`src/rtl/i2s_pkg.sv`:
```
// Shared types and helpers for the I2S stream transmitter.
package i2s_pkg;

    // Transmitter sequencing: idle, waiting for a left-slot boundary, streaming.
    typedef enum logic [1:0] {
        StIdle,
        StWaitL,
        StRun
    } tx_state_e;

    // Width of the optional silent-frame counter.
    localparam int unsigned UNDERRUN_CNT_W = 16;

    // Saturating increment: holds at all-ones instead of wrapping.
    function automatic logic [UNDERRUN_CNT_W-1:0] sat_inc(input logic [UNDERRUN_CNT_W-1:0] v);
        return (&v) ? v : v + UNDERRUN_CNT_W'(1);
    endfunction

endpackage

```
`src/rtl/i2s_tx_stream_fifo.sv`:
```
// Synchronous frame FIFO: pointer-based storage with an extra wrap bit to tell full from empty.
// Read data is presented combinationally from the head entry (first-word fall-through).
module sync_fifo #(
    parameter int unsigned WIDTH = 48,
    parameter int unsigned DEPTH = 8
) (
    input  logic                           clk,
    input  logic                           rst_n,
    input  logic                           push,
    input  logic [WIDTH-1:0]               push_data,
    input  logic                           pop,
    output logic [WIDTH-1:0]               pop_data,
    output logic                           full,
    output logic                           empty,
    output logic [$clog2(DEPTH+1)-1:0]     level
);

    localparam int unsigned AW = $clog2(DEPTH);
    localparam int unsigned LW = $clog2(DEPTH + 1);

    logic [WIDTH-1:0] mem [DEPTH];
    logic [AW:0]      wr_ptr_q;
    logic [AW:0]      rd_ptr_q;
    logic [AW:0]      ptr_diff;
    logic             do_push;
    logic             do_pop;

    assign ptr_diff = wr_ptr_q - rd_ptr_q;
    assign level    = LW'(ptr_diff);
    assign empty    = (wr_ptr_q == rd_ptr_q);
    assign full     = (wr_ptr_q[AW-1:0] == rd_ptr_q[AW-1:0]) && (wr_ptr_q[AW] != rd_ptr_q[AW]);
    assign do_push  = push & ~full;
    assign do_pop   = pop & ~empty;
    assign pop_data = mem[rd_ptr_q[AW-1:0]];

    // Advance write/read pointers on accepted push/pop.
    always_ff @(posedge clk or negedge rst_n) begin
        if (!rst_n) begin
            wr_ptr_q <= '0;
            rd_ptr_q <= '0;
        end else begin
            if (do_push) wr_ptr_q <= wr_ptr_q + 1'b1;
            if (do_pop)  rd_ptr_q <= rd_ptr_q + 1'b1;
        end
    end

    // Storage array; contents need no reset since the pointers define validity.
    always_ff @(posedge clk) begin
        if (do_push) mem[wr_ptr_q[AW-1:0]] <= push_data;
    end

endmodule

```
`src/rtl/i2s_tx_stream.sv`:
```
// I2S stereo transmitter with frame FIFO, fully in the CLK domain.
// SCLK/LRCLK are synchronised and edge-detected; data changes after the detected SCLK fall.
// Optional build macro I2S_TX_UNDERRUN_CNT_EN adds a saturating silent-frame counter port.
module i2s_tx_stream
    import i2s_pkg::*;
#(
    parameter int unsigned SAMPLE_W   = 24,
    parameter int unsigned SLOT_W     = 32,
    parameter int unsigned FIFO_DEPTH = 8
) (
    input  logic                              CLK,
    input  logic                              RESET_N,
    input  logic                              en,
    input  logic                              wr_valid,
    output logic                              wr_ready,
    input  logic [SAMPLE_W-1:0]               wr_left,
    input  logic [SAMPLE_W-1:0]               wr_right,
    input  logic                              SCLK,
    input  logic                              LRCLK,
    output logic                              Dout,
    output logic [$clog2(FIFO_DEPTH+1)-1:0]   fifo_level,
    output logic                              underrun,
    input  logic                              underrun_clr
`ifdef I2S_TX_UNDERRUN_CNT_EN
    ,
    output logic [UNDERRUN_CNT_W-1:0]         underrun_cnt
`endif
);

    localparam int unsigned PAD_W = SLOT_W - SAMPLE_W;

    typedef struct packed {
        logic [SAMPLE_W-1:0] l;
        logic [SAMPLE_W-1:0] r;
    } frame_t;

    // Pin capture and edge detection
    logic sclk_meta, sclk_sync, sclk_d;
    logic lr_meta, lr_sync;
    logic lr_q, lr_prev;
    logic sclk_rise, sclk_fall;
    logic slot_start, left_start, right_start;

    // FIFO interface
    frame_t fifo_wdata, fifo_rdata, load_frame;
    logic   fifo_full, fifo_empty;
    logic   push, pop;

    // Transmit datapath
    tx_state_e         state_q;
    frame_t            hold_q;
    logic [SLOT_W-1:0] shift_q;
    logic [SLOT_W-1:0] left_word, right_word;
    logic              load_left;
    logic              underrun_set;

    // Two-flop synchronisers plus a delayed SCLK copy for edge detection.
    always_ff @(posedge CLK or negedge RESET_N) begin
        if (!RESET_N) begin
            sclk_meta <= 1'b0;
            sclk_sync <= 1'b0;
            sclk_d    <= 1'b0;
            lr_meta   <= 1'b0;
            lr_sync   <= 1'b0;
        end else begin
            sclk_meta <= SCLK;
            sclk_sync <= sclk_meta;
            sclk_d    <= sclk_sync;
            lr_meta   <= LRCLK;
            lr_sync   <= lr_meta;
        end
    end

    assign sclk_rise = sclk_sync & ~sclk_d;
    assign sclk_fall = ~sclk_sync & sclk_d;

    // Word select sampled on SCLK rise, remembered on SCLK fall; a change marks a slot start.
    always_ff @(posedge CLK or negedge RESET_N) begin
        if (!RESET_N) begin
            lr_q    <= 1'b0;
            lr_prev <= 1'b0;
        end else begin
            if (sclk_rise) lr_q    <= lr_sync;
            if (sclk_fall) lr_prev <= lr_q;
        end
    end

    assign slot_start  = sclk_fall & (lr_q != lr_prev);
    assign left_start  = slot_start & ~lr_q;
    assign right_start = slot_start & lr_q;

    assign fifo_wdata = '{l: wr_left, r: wr_right};
    assign wr_ready   = ~fifo_full;
    assign push       = wr_valid & wr_ready;

    // A left boundary while enabled and past IDLE begins a new frame (real or silent).
    assign load_left    = left_start & en & (state_q != StIdle);
    assign pop          = load_left & ~fifo_empty;
    assign underrun_set = load_left & fifo_empty;
    assign load_frame   = fifo_empty ? '0 : fifo_rdata;

    // Samples are left-justified in the slot; the pad below them is zero.
    assign left_word  = SLOT_W'(load_frame.l) << PAD_W;
    assign right_word = SLOT_W'(hold_q.r) << PAD_W;

    sync_fifo #(
        .WIDTH (2 * SAMPLE_W),
        .DEPTH (FIFO_DEPTH)
    ) u_fifo (
        .clk       (CLK),
        .rst_n     (RESET_N),
        .push      (push),
        .push_data (fifo_wdata),
        .pop       (pop),
        .pop_data  (fifo_rdata),
        .full      (fifo_full),
        .empty     (fifo_empty),
        .level     (fifo_level)
    );

    // Sticky underrun flag; a new silent frame wins over a simultaneous clear.
    always_ff @(posedge CLK or negedge RESET_N) begin
        if (!RESET_N) begin
            underrun <= 1'b0;
        end else if (underrun_set) begin
            underrun <= 1'b1;
        end else if (underrun_clr) begin
            underrun <= 1'b0;
        end
    end

`ifdef I2S_TX_UNDERRUN_CNT_EN
    // Saturating silent-frame count, cleared with the flag.
    always_ff @(posedge CLK or negedge RESET_N) begin
        if (!RESET_N) begin
            underrun_cnt <= '0;
        end else if (underrun_set) begin
            underrun_cnt <= underrun_clr ? UNDERRUN_CNT_W'(1) : sat_inc(underrun_cnt);
        end else if (underrun_clr) begin
            underrun_cnt <= '0;
        end
    end
`endif

    // Transmit sequencer: frame load at left boundaries, right reload, bit shifting.
    // The shifter holds the bits still to be sent after the one currently on Dout.
    always_ff @(posedge CLK or negedge RESET_N) begin
        if (!RESET_N) begin
            state_q <= StIdle;
            hold_q  <= '0;
            shift_q <= '0;
            Dout    <= 1'b0;
        end else begin
            unique case (state_q)
                StIdle: begin
                    Dout <= 1'b0;
                    if (en) state_q <= StWaitL;
                end
                StWaitL: begin
                    Dout <= 1'b0;
                    if (!en) begin
                        state_q <= StIdle;
                    end else if (load_left) begin
                        state_q <= StRun;
                        hold_q  <= load_frame;
                        shift_q <= left_word << 1;
                        Dout    <= left_word[SLOT_W-1];
                    end
                end
                StRun: begin
                    if (left_start) begin
                        if (en) begin
                            hold_q  <= load_frame;
                            shift_q <= left_word << 1;
                            Dout    <= left_word[SLOT_W-1];
                        end else begin
                            // Frame finished with its right slot; stop cleanly here.
                            state_q <= StIdle;
                            shift_q <= '0;
                            Dout    <= 1'b0;
                        end
                    end else if (right_start) begin
                        shift_q <= right_word << 1;
                        Dout    <= right_word[SLOT_W-1];
                    end else if (sclk_fall) begin
                        shift_q <= shift_q << 1;
                        Dout    <= shift_q[SLOT_W-1];
                    end
                end
                default: begin
                    state_q <= StIdle;
                    Dout    <= 1'b0;
                end
            endcase
        end
    end

endmodule

```
`config.mk`:
```
export PLATFORM = sky130hd
export DESIGN_NAME = i2s_tx_stream
export DESIGN_NICKNAME = d
export VERILOG_FILES = /design/src/rtl/i2s_pkg.sv /design/src/rtl/i2s_tx_stream_fifo.sv /design/src/rtl/i2s_tx_stream.sv
export SDC_FILE = /design/constraint.sdc
export NUM_CORES = 1
export LEC_CHECK = 0
export CAP_MARGIN = 40
export CORE_MARGIN = 3
export CORE_UTILIZATION = 55
export DETAILED_ROUTE_END_ITERATION = 10
export PLACE_DENSITY = 0.8
export SLEW_MARGIN = 30
export SYNTH_ARGS = -nofsm -noshare
export SYNTH_HDL_FRONTEND = slang
export SYNTH_HIERARCHICAL = 1
export SYNTH_SLANG_ARGS = --single-unit
```
`constraint.sdc`:
```
create_clock -name CLK -period 7.8 [get_ports CLK]
set_input_delay 0.78 -clock CLK [delete_from_list [all_inputs] [get_ports CLK]]
set_output_delay 0.78 -clock CLK [all_outputs]
set_load 0.01 [all_outputs]
```
==> results.yml <==
run_status:
  status: "completed"
worst_setup_path:
  path_class: "reg -> out"
  cp-end-kind: "primary output"
  required_ps: 7020
  start_kind: "flip-flop"
  critPathArrivalTime_ps: 3340
  path_max_fanout: 50
die:
  die_w_um: 187
  die_area_um2: 35100
  rows: 65
  initial_core_util_pct: 56.5
  ios: 62
  die_y_um: 187
  core-area_um2: 32000
cts:
  cts_sinks: 450
  cts_tree: "yes"
  cts_buffers: 44
  cts_setup_buffers: 0
  cts_resized: 0
  hold_buffers: 0
  clk_pin_slew_worst_paths_ps: 60
  ctsRootBufferMaster: "clkbuf_16"
  htreeDepth: 2
  worstSkewPairLatency_ps: 540
  cts_buffer_depth: 3
layout:
  syn_to_final_growth_pct: 13.9
  utilization_pct: 64.4
  final_common_cell: "edfxtp_1"
  nets: 1170
  layout_common_cells: "384 x edfxtp_1, 177 x nand2_1, 96 x mux4_2, 63 x dfrtp_1, 60 x clkdlybuf4s50_1"
  diodes: 0
  fill_cells: 2176
  drive_gt1_share_pct: 17.8
timing:
  min_period_over_period_pct: 52.8
  grt_setup_unrepaired: "false"
  clock_skew_ps: 16.3
  setup_viol: 0
  hold_ws_ps: 198
  hold_viol_final: 0
  slew_headroom_pct: 43.7
  period_needed_ps: 4120
  tightest_slew_ps: 845
  max_freq_mhz: 243
  finalSetupTns_ps: 0
  drv_slew: 0
routing:
  via_per_inst: 6.00
  ant_nets: 0
  wirelength_mm: 34.6
  num_vias: 9431
  firstDrtPassIters: 6
  wl_per_cell_um: 22.0
  drt_iter0_markers: 914
  remaining_drc_errors: 0
yosys:
  syn_inst: 1039
  yosysTopAreaCell: "edfxtp_1"
  yosys_warnings: 6
  syn_area_um2: 18100
  synthFlopType: "edfxtp_1"
  syn-num-nets: 1103
  ys_seq_area_share_pct: 72.8
  synth_top_area_share_pct: 63.7
  ys_types: 48
  ys_ff_latch: 450
  synth-edff-count: 384
  synth-async-reset-ratio_pct: 14.7
  synth_area_leaders: "edfxtp_1 64%, mux4_2 12%, dfrtp_1 9.1%"
  avgSynthCellArea_um2: 17.4
global_routing:
  grt_max_degree: 67
  grt_pass1_vias: 9823
  globalRouteOverflowTotal: 0
  antenna_found_initial: 0
  track_usage_pct: 20.1
  grt_first_pass_wirelength_mm: 55.5
placed_design:
  finalWeightedCongestion: 0.757
  post-dp-hpwl_mm: 19.2
  io_buffers: 61
power:
  power_density_nw_per_um2: 342
  ir_drop_mv: 0.234
  p_leak_uw: 0.00692
hold_path:
  hp-class: "in -> async"
job:
  drv_cap: 0
## per-layer routing
layer	wire length, um	vias up	part of all wire, %	global-route usage [%]
li1	-	4157	-	-
met1	14300	4892	41	27.9
met2	17600	308	51	33.6
met3	1830	74	5.3	2.94
met4	871	0	2.5	6.32
met5	0	-	0	0
## cell type report
cell class | count | area [um^2] | share of cell area, %
sequential | 450 | 13200 | 63.9
multi-input combinational | 514 | 4600 | 22.3
clock buffer | 50 | 1120 | 5.44
timing repair buffer | 82 | 867 | 4.20
tap | 435 | 544 | 2.64
clock inverter | 28 | 254 | 1.23
inverter | 14 | 52.6 | 0.255
## report_power, final
group	internal [uW]	leakage, uW	switching [uW]
Clock	1170	0.000679	854
Sequential	3040	0.00425	203
Combinational	865	0.00199	933
Total	5070	0.00692	1990
## registers in the layout, indices dropped and copies added (netlist names)
signal,count
lr_q,1
sclk_meta,1
lr_prev,1
hold_q,24
sclk_d,1
shift_q,23
state_q,2
u_fifo/mem,384
sclk_sync,1
u_fifo/wr_ptr_q,4
u_fifo/rd_ptr_q,4
lr_sync,1
underrun,1
lr_meta,1
Dout,1
## path summary, 6_finish.rpt
kind                                     from            endpoint  slack [ps]  cells past startpoint
setup / recovery           u_fifo/rd_ptr_q[2]            wr_ready        3680                      7
hold / removal                        RESET_N            underrun         200                      2
setup reg to reg           u_fifo/rd_ptr_q[2]   u_fifo/mem[0][22]        3830                      9
max in group asynchronous             RESET_N  u_fifo/rd_ptr_q[1]        7070                      3
min in group CLK                      lr_meta             lr_sync         360                      0
hold reg to reg                       lr_meta             lr_sync         360                      0
## critical path, cell delays in order (launching register included)
cell and delay, ps:
dfrtp_4 850, inv_2 410, buf_12 290, ha_1 340
nand3_1 190, nor2_1 190, inv_1 50, clkdlybuf4s50_1 470
## cell usage after synthesis (2+ instances only)
library cell  number
nand2b_1          28
buf_4              5
xnor2_1            6
mux2_1             2
o21ai_0            6
buf_6              9
or2_1              2
ha_1               8
o22a_1            21
nand3_1            3
nand2_1          177
mux4_2            96
nor2_1            12
buf_2             19
a31oi_1           25
xor2_1             4
inv_1             13
nand4bb_1          2
mux2_2             3
nor2b_1           26
a21oi_1            5
edfxtp_1         384
a22o_1            21
dfrtp_1           66
nor3_1             6
o21ai_1           42
nand4_1            2
clkbuf_1          26
## metrics by stage
| step | setup WS [ps] | cell area (um^2) | cells | total power [uW] |
|---|---|---|---|---|
| floorplan | 808 | 18100 | 1039 | 4570 |
| global placement | 3510 | 19100 | 1488 | 4990 |
| detailed placement | 3900 | 19200 | 1494 | 5100 |
| CTS | 3680 | 20600 | 1572 | 7130 |
| global route | 3510 | 20600 | 1573 | 7410 |
| finish | 3680 | 20600 | 1573 | 7060 |
## cell families after synthesis
| kind of cell | count (synthesis) | synth area share (%) |
|---|---|---|
| AO/OA/AOI/OAI | 130 | 4.96 |
| flip-flops | 450 | 72.8 |
| XOR/XNOR | 10 | 0.484 |
| multiplexers | 102 | 12.3 |
| buffers and inverters | 75 | 2.25 |
| AND/OR/NAND/NOR | 263 | 6.54 |
| adder cells (fa/ha/maj) | 9 | 0.663 |
(Power assumes the default switching activity.)
